`config.mk`:
```
export PLATFORM = sky130hd
export DESIGN_NAME = flowcontrol
export DESIGN_NICKNAME = d
export VERILOG_FILES = /design/src/rtl/flowcontrol.sv
export SDC_FILE = /design/constraint.sdc
export NUM_CORES = 1
export LEC_CHECK = 0
export CORE_AREA = 2 2 39 41
export CTS_CLUSTER_SIZE = 28
export DETAILED_ROUTE_END_ITERATION = 8
export DIE_AREA = 0 0 41 43
export DONT_BUFFER_PORTS = 1
export SYNTH_ARGS = -nofsm -noshare
export SYNTH_HDL_FRONTEND = slang
export SYNTH_SLANG_ARGS = --single-unit
```
`constraint.sdc`:
```
create_clock -name clk -period 0.8 [get_ports clk]
set_input_delay 0.08 -clock clk [delete_from_list [all_inputs] [get_ports clk]]
set_output_delay 0.08 -clock clk [all_outputs]
set_load 0.05 [all_outputs]
```
`src/rtl/flowcontrol.sv`:
```
// -----------------------------------------------------------------------------
// flowcontrol
//
// Purpose:
//   Flow control for the five output directions of a router: North, East,
//   West, South and Local. Each direction is a separate channel with no link
//   to the others. An input FIFO may send toward direction X only when it
//   requests X (Xport) and the output FIFO of X can accept data (Xready_in).
//   No arbitration is done here. Each grant is decided separately.
//
// Configuration:
//   FLOWCONTROL_BYPASS_EN  undefined (default): each Xready_out comes from a
//                          register. It shows the inputs sampled at the
//                          previous rising clk edge, so latency is one cycle.
//                          While rst is high at an edge, all grants clear.
//                          defined: each Xready_out is combinational and
//                          equals ~rst & Xport & Xready_in. This mode has
//                          zero latency and no registers.
//
// Ports:
//   rst         in   synchronous active-high reset, sampled on rising clk
//   Xport       in   input FIFO requests a transfer toward direction X
//   Xready_in   in   output FIFO of direction X can accept data
//   Xready_out  out  input FIFO may send toward direction X
//   clk         in   rising-edge clock for all state
//   (X is one of N, E, W, S, L.)
// -----------------------------------------------------------------------------
module flowcontrol (
    input  logic rst,
    input  logic Nport,
    input  logic Eport,
    input  logic Wport,
    input  logic Sport,
    input  logic Lport,
    input  logic Lready_in,
    input  logic Nready_in,
    input  logic Eready_in,
    input  logic Wready_in,
    input  logic Sready_in,
    output logic Lready_out,
    output logic Nready_out,
    output logic Eready_out,
    output logic Wready_out,
    output logic Sready_out,
    input  logic clk
);

    localparam int NUM_DIRS = 5;

    // Bit positions of the packed direction vectors below.
    localparam int DIR_N = 0;
    localparam int DIR_E = 1;
    localparam int DIR_W = 2;
    localparam int DIR_S = 3;
    localparam int DIR_L = 4;

    logic [NUM_DIRS-1:0] port_req;   // requests, one bit per direction
    logic [NUM_DIRS-1:0] out_ready;  // downstream ready, one bit per direction
    logic [NUM_DIRS-1:0] grant;      // permission to send, one bit per direction

    assign port_req  = {Lport, Sport, Wport, Eport, Nport};
    assign out_ready = {Lready_in, Sready_in, Wready_in, Eready_in, Nready_in};

`ifdef FLOWCONTROL_BYPASS_EN
    // Combinational path. The clock is not needed in this mode.
    logic unused_clk;
    assign unused_clk = clk;

    assign grant = {NUM_DIRS{~rst}} & port_req & out_ready;
`else
    logic [NUM_DIRS-1:0] grant_q;

    // Each bit is a separate flop on its own request and ready input.
    // Reset has priority, so a grant that is active is cleared at the next edge.
    always_ff @(posedge clk) begin
        // NOTE: use non-blocking assignments for state so that every flop
        // samples values from before the edge. This way, evaluation order
        // does not affect the result.
        if (rst) begin
            grant_q <= '0;
        end else begin
            grant_q <= port_req & out_ready;
        end
    end

    assign grant = grant_q;
`endif

    assign Nready_out = grant[DIR_N];
    assign Eready_out = grant[DIR_E];
    assign Wready_out = grant[DIR_W];
    assign Sready_out = grant[DIR_S];
    assign Lready_out = grant[DIR_L];

endmodule

```
==> summary.txt, run 1 <==
Global routing
  – Vias in the first global route: 132
  – Total track usage: 5.02%
  – Initial antenna violation count: 0
  – Largest net degree at the start of global routing: 6
  – Grt total ovfl: 0
  – First-pass GRT wire length: 489 microns

Critical path
  – Endpoint type of the worst setup path: output pin
  – Critical path depth: 1
  – CP Launch Point: grant[4]$_SDFF_PP0_
  – Worst path slowest cell: dfxtp_2
  – WS Path Type: flop to output pin
  – Cell Chain, Critical Path: buf_12
  – Crit path required time: 720 ps
  – Worst-path maximum fanout: 1
  – Critical Path End: Lready_out
  – Worst Path Arrival: 710 ps
  – Largest stage delay, worst path: 340 ps
  – Startpoint Class: flop
  – Crit path buffers/inverters: 1
  – Top Family by Delay on Critical Path: flip-flops

Routing
  – Post-DRT Antenna Nets: 0
  – Drt pass-1 iters: 1
  – Via count: 121
  – DR vias/cell: 3.36
  – Detailed-route DRC error count: 0
  – DR iter-0 viols: 0
  – Final WL: 348 microns
  – Routed len/inst: 9.67 microns

Cells and area
  – Share of layout cells above drive strength 1: 65.0%
  – Max reg flops: 5
  – Most frequent cells in the layout: and3b_1, dfxtp_2, buf_12
  – Multi-input gate area: 43.8 sq um
  – FF/Latch Area: 106 sq um
  – Design area: 307 sq um
  – Fillers: 140
  – Fin nets: 33
  – Area grow syn2layout: 113%
  – Diode count: 0

Place
  – Routability Congestion: 0.586
  – Placed cell area: 264 sq um
  – Port bufs: 0
  – Placement Setup Slack: 213 ps

Floorplanning
  – Die X: 41 microns
  – Core ar.: 1380 sq um
  – Rows: 14
  – Die area: 1760 sq um
  – Io pins: 17
  – Initial core utilization: 10.4%
  – Chip Height: 43 microns

Pwr
  – Net Sw Power: 142 uW
  – Sequential share of power: 42.3%
  – Int Power: 498 uW
  – Pwr Density: 2090 nW/um^2
  – Comb pwr share: 14.0%
  – Maximum vdd drop: 0.607 mV
  – P_leak: 0.140 nW
  – Clock network power share: 43.6%
  – Switching Fraction: 22.2%

Synth
  – Fraction of the mapped netlist area in adder cells: 0%
  – Mapped cell area: 144 sq um
  – Synthesized-area fraction occupied by and/or/nand/nor cells: 30.4%
  – Area leader, netlist: dfxtp_1
  – Post-synthesis xor/xnor area fraction: 0%
  – Post-Syn Nets: 22
  – Cells after Synth: 10
  – Largest cells by area after synthesis: dfxtp_1, and3b_1
  – Mux contribution to synthesized area: 0%
  – Synth Area in Compound Gates: 0%
  – Avg Inst Size Synth: 14.4 sq um
  – Register area share after synthesis: 69.6%
  – Yosys cell types: 2
  – Synth warn: 0
  – Largest family of logic cells by synthesized area: simple AND/OR/NAND/NOR gates
  – Synthesis-stage register bit count: 5
  – Synth top area share: 69.6%

Clocking
  – Number of clock sinks: 5
  – # Post-CTS Setup Buffers: 0
  – Inserted Clock Buffers: 3
  – Worst-path clk slew: 40 ps
  – Root Buffer: clkbuf_4
  – Clk buf depth: 2
  – H-tree Lvls: 1
  – CTS tree: built

Timing
  – Final setup violation count: 0
  – Slew @ Worst Pin: 75.0 ps
  – Slew headroom: 95.0%
  – Worst setup margin: 7.62 ps
  – RSZ-0062 raised after global routing: yes
  – Setup TNS: 0 ps
  – Slew Viols, Final: 0
  – Max Clock Freq: 1.26 GHz
  – Tmin final: 792 ps
  – Fin crit share: 99.0%
  – Final hold vios: 0

Min path
  – Hold_sp: Lport
  – Worst Hold Path Cells: 1
  – Hold Crit Class: input pin to flop

Flow run
  – Max_cap viols: 0

Run status
  – Outcome: completed
[how the worst min path moves through the flow]
stage	end	slack, ps
after floorplan	grant[0]$_SDFF_PP0_	240
after global placement	grant[2]$_SDFF_PP0_	240
after detailed placement	grant[2]$_SDFF_PP0_	240
after CTS	grant[1]$_SDFF_PP0_	0.4
after global routing	grant[0]$_SDFF_PP0_	10
final	grant[4]$_SDFF_PP0_	5
[routing by layer]
metal / GRT usage (%) / up-vias / routed length (microns)
met5: 0 / - / 0
met4: 10.0 / 0 / 0
met3: 2.62 / 0 / 83
met2: 5.94 / 17 / 164
met1: 3.54 / 50 / 100
li1: - / 54 / -
[layout make-up]
class | instances | share of cell area [%]
multi-input combinational | 5 | 14.3
sequential | 5 | 34.7
clock buffer | 4 | 8.57
tap | 16 | 6.53
timing repair buffer | 6 | 35.9
[Yosys cell counts, drive strengths merged]
cell type / number
dfxtp: 5
and3b: 5
[power groups by stage]
stage	logic [mW]	registers [mW]	clock network [mW]
final	0.0899	0.271	0.280
after global routing	0.0938	0.272	0.307
after CTS	0.0909	0.271	0.297
after detailed placement	0.0868	0.274	0
after global placement	0.0866	0.272	0
after floorplan	0.00884	0.303	0
[cell families (layout without fill, tap and decap cells)]
kind of cell           Yosys count  in the layout
and+or+nand+nor                  5              5
buffers and inverters            0             10
DFF                              5              5
[stage by stage]
stage                     utilization, %  hold slack, ps  total power, mW  cells
after detailed placement            19.1             243            0.360     31
after global placement              19.1             240            0.359     31
after global routing                22.2            10.4            0.672     36
final                               22.2            4.88            0.641     36
after floorplan                        -             236            0.312     10
after CTS                           22.2           0.434            0.659     36
[timing repair]
action	4_1_cts	5_1_grt
hold buffers	1	0
hold endpoints to repair	1	0
cloned	0	0
endpoints found under the setup margin	5	3
gates resized for setup	5	0
No activity file was read; power rests on OpenSTA's default activity.
==> inputs of run 2 (changes only) <==
- HOLD_SLACK_MARGIN: default -> 0.05
==> summary.txt, run 2 (synthesis results as in run 1) <==
Run status
  – Outcome: completed

Critical path
  – Largest stage delay, worst path: 340 ps
  – Worst path slowest cell: dfxtp_2
  – Startpoint Class: flop
  – Worst-path maximum fanout: 1
  – Worst Path Arrival: 720 ps
  – Endpoint type of the worst setup path: output pin
  – Top Family by Delay on Critical Path: flip-flops
  – Crit path buffers/inverters: 1
  – Crit path required time: 720 ps
  – Cell Chain, Critical Path: buf_12
  – WS Path Type: flop to output pin

Cells and area
  – Most common cell after layout, fill and taps aside: dlygate4sd3_1
  – Diode count: 0
  – Area grow syn2layout: 183%
  – Max reg flops: 5
  – Most frequent cells in the layout: dlygate4sd3_1, and3b_1, dfxtp_2, buf_12, clkbuf_4
  – Fin nets: 43
  – Share of layout cells above drive strength 1: 43.3%

Routing
  – Routed len/inst: 10.9 microns
  – Via count: 164
  – DR iter-0 viols: 0
  – Detailed-route DRC error count: 0
  – DR vias/cell: 3.57
  – Drt pass-1 iters: 1
  – Post-DRT Antenna Nets: 0
  – Final WL: 502 microns

Floorplanning
  – Initial core utilization: 10.4%
  – Die X: 41 microns
  – Io pins: 17
  – Rows: 14
  – Die area: 1760 sq um
  – Chip Height: 43 microns
  – Core ar.: 1380 sq um

Place
  – Port bufs: 0
  – Placement Setup Slack: 213 ps
  – Routability Congestion: 0.586

Timing
  – Slew @ Worst Pin: 143 ps
  – Fin crit share: 99.4%
  – Worst setup margin: 4.49 ps
  – Final setup violation count: 0
  – Final hold vios: 0
  – Slew Viols, Final: 0
  – Tmin final: 796 ps
  – RSZ-0062 raised after global routing: yes
  – Slew headroom: 90.4%
  – Max Clock Freq: 1.26 GHz

Clocking
  – CTS tree: built
  – H-tree Lvls: 1
  – Worst-path clk slew: 40 ps
  – Clk buf depth: 2
  – Inserted Clock Buffers: 3
  – Number of clock sinks: 5
  – Root Buffer: clkbuf_4

Global routing
  – Initial antenna violation count: 0
  – Total track usage: 7.73%
  – Vias in the first global route: 202
  – Largest net degree at the start of global routing: 6
  – First-pass GRT wire length: 772 microns
  – Grt total ovfl: 0

Flow run
  – Max_cap viols: 0

Pwr
  – Pwr Density: 1690 nW/um^2
  – P_leak: 0.181 nW
  – Maximum vdd drop: 0.626 mV
  – Power, Total: 687 uW

Min path
  – Hold Crit Class: input pin to flop
==> run 2: changes by cell type in the layout (fill, tap and decap cells not counted) <==
cell           delta
dlygate4sd3_1    +10
==> run 2: repair_timing <==
item	CTS	global route
hold buffers	11	0
gates cloned	0	0
endpoints found under the hold margin	5	0
pin swaps	0	0
gates resized for setup	5	0
buffers inserted	0	0
setup endpoints to repair	5	3
==> run 2: final timing paths <==
| kind | from | end | slack, ps | cells past startpoint |
|---|---|---|---|---|
| setup / recovery | grant[4]$_SDFF_PP0_ | Lready_out | 4 | 1 |
| hold / removal | Wready_in | grant[2]$_SDFF_PP0_ | 530 | 2 |
==> run 2: power breakdown <==
| part | switching (mW) | total, mW | internal [mW] |
|---|---|---|---|
| Combinational | 0.0509 | 0.131 | 0.0800 |
| Sequential | 0.00846 | 0.271 | 0.263 |
| Clock | 0.0965 | 0.285 | 0.188 |
==> run 2: final cells by class <==
type / instances / area (sq um)
multi-input combinational: 5 / 43.8
tap: 16 / 20.0
sequential: 5 / 106
fill: 137 / 977
timing repair buffer: 16 / 210
clock buffer: 4 / 26.3
==> run 2: per-stage QoR <==
step	cell area, sq um	TNS [ps]	hold slack (ps)	instances	util, %
final	407	0	529	46	29.4
after global routing	407	-32.9	547	46	29.4
after CTS	407	-7.61	528	46	29.4
after detailed placement	264	0	243	31	19.1
after global placement	264	0	240	31	19.1
after floorplan	144	0	236	10	-
==> run 2: per-layer routing <==
| layer | part of all wire, % | vias up | track usage (%) |
|---|---|---|---|
| met4 | 3.0 | 0 | 10.0 |
| met2 | 61 | 19 | 13.8 |
| met3 | 17 | 2 | 3.14 |
| met5 | 0 | - | 0 |
| li1 | - | 74 | - |
| met1 | 20 | 69 | 3.86 |
==> inputs of run 3 (changes only) <==
- ABC_CLOCK_PERIOD_IN_PS: default -> 800
- SLEW_MARGIN: default -> 20
==> results of run 3 <==
The final DEF is identical to that of run 2; final timing and power are the same.
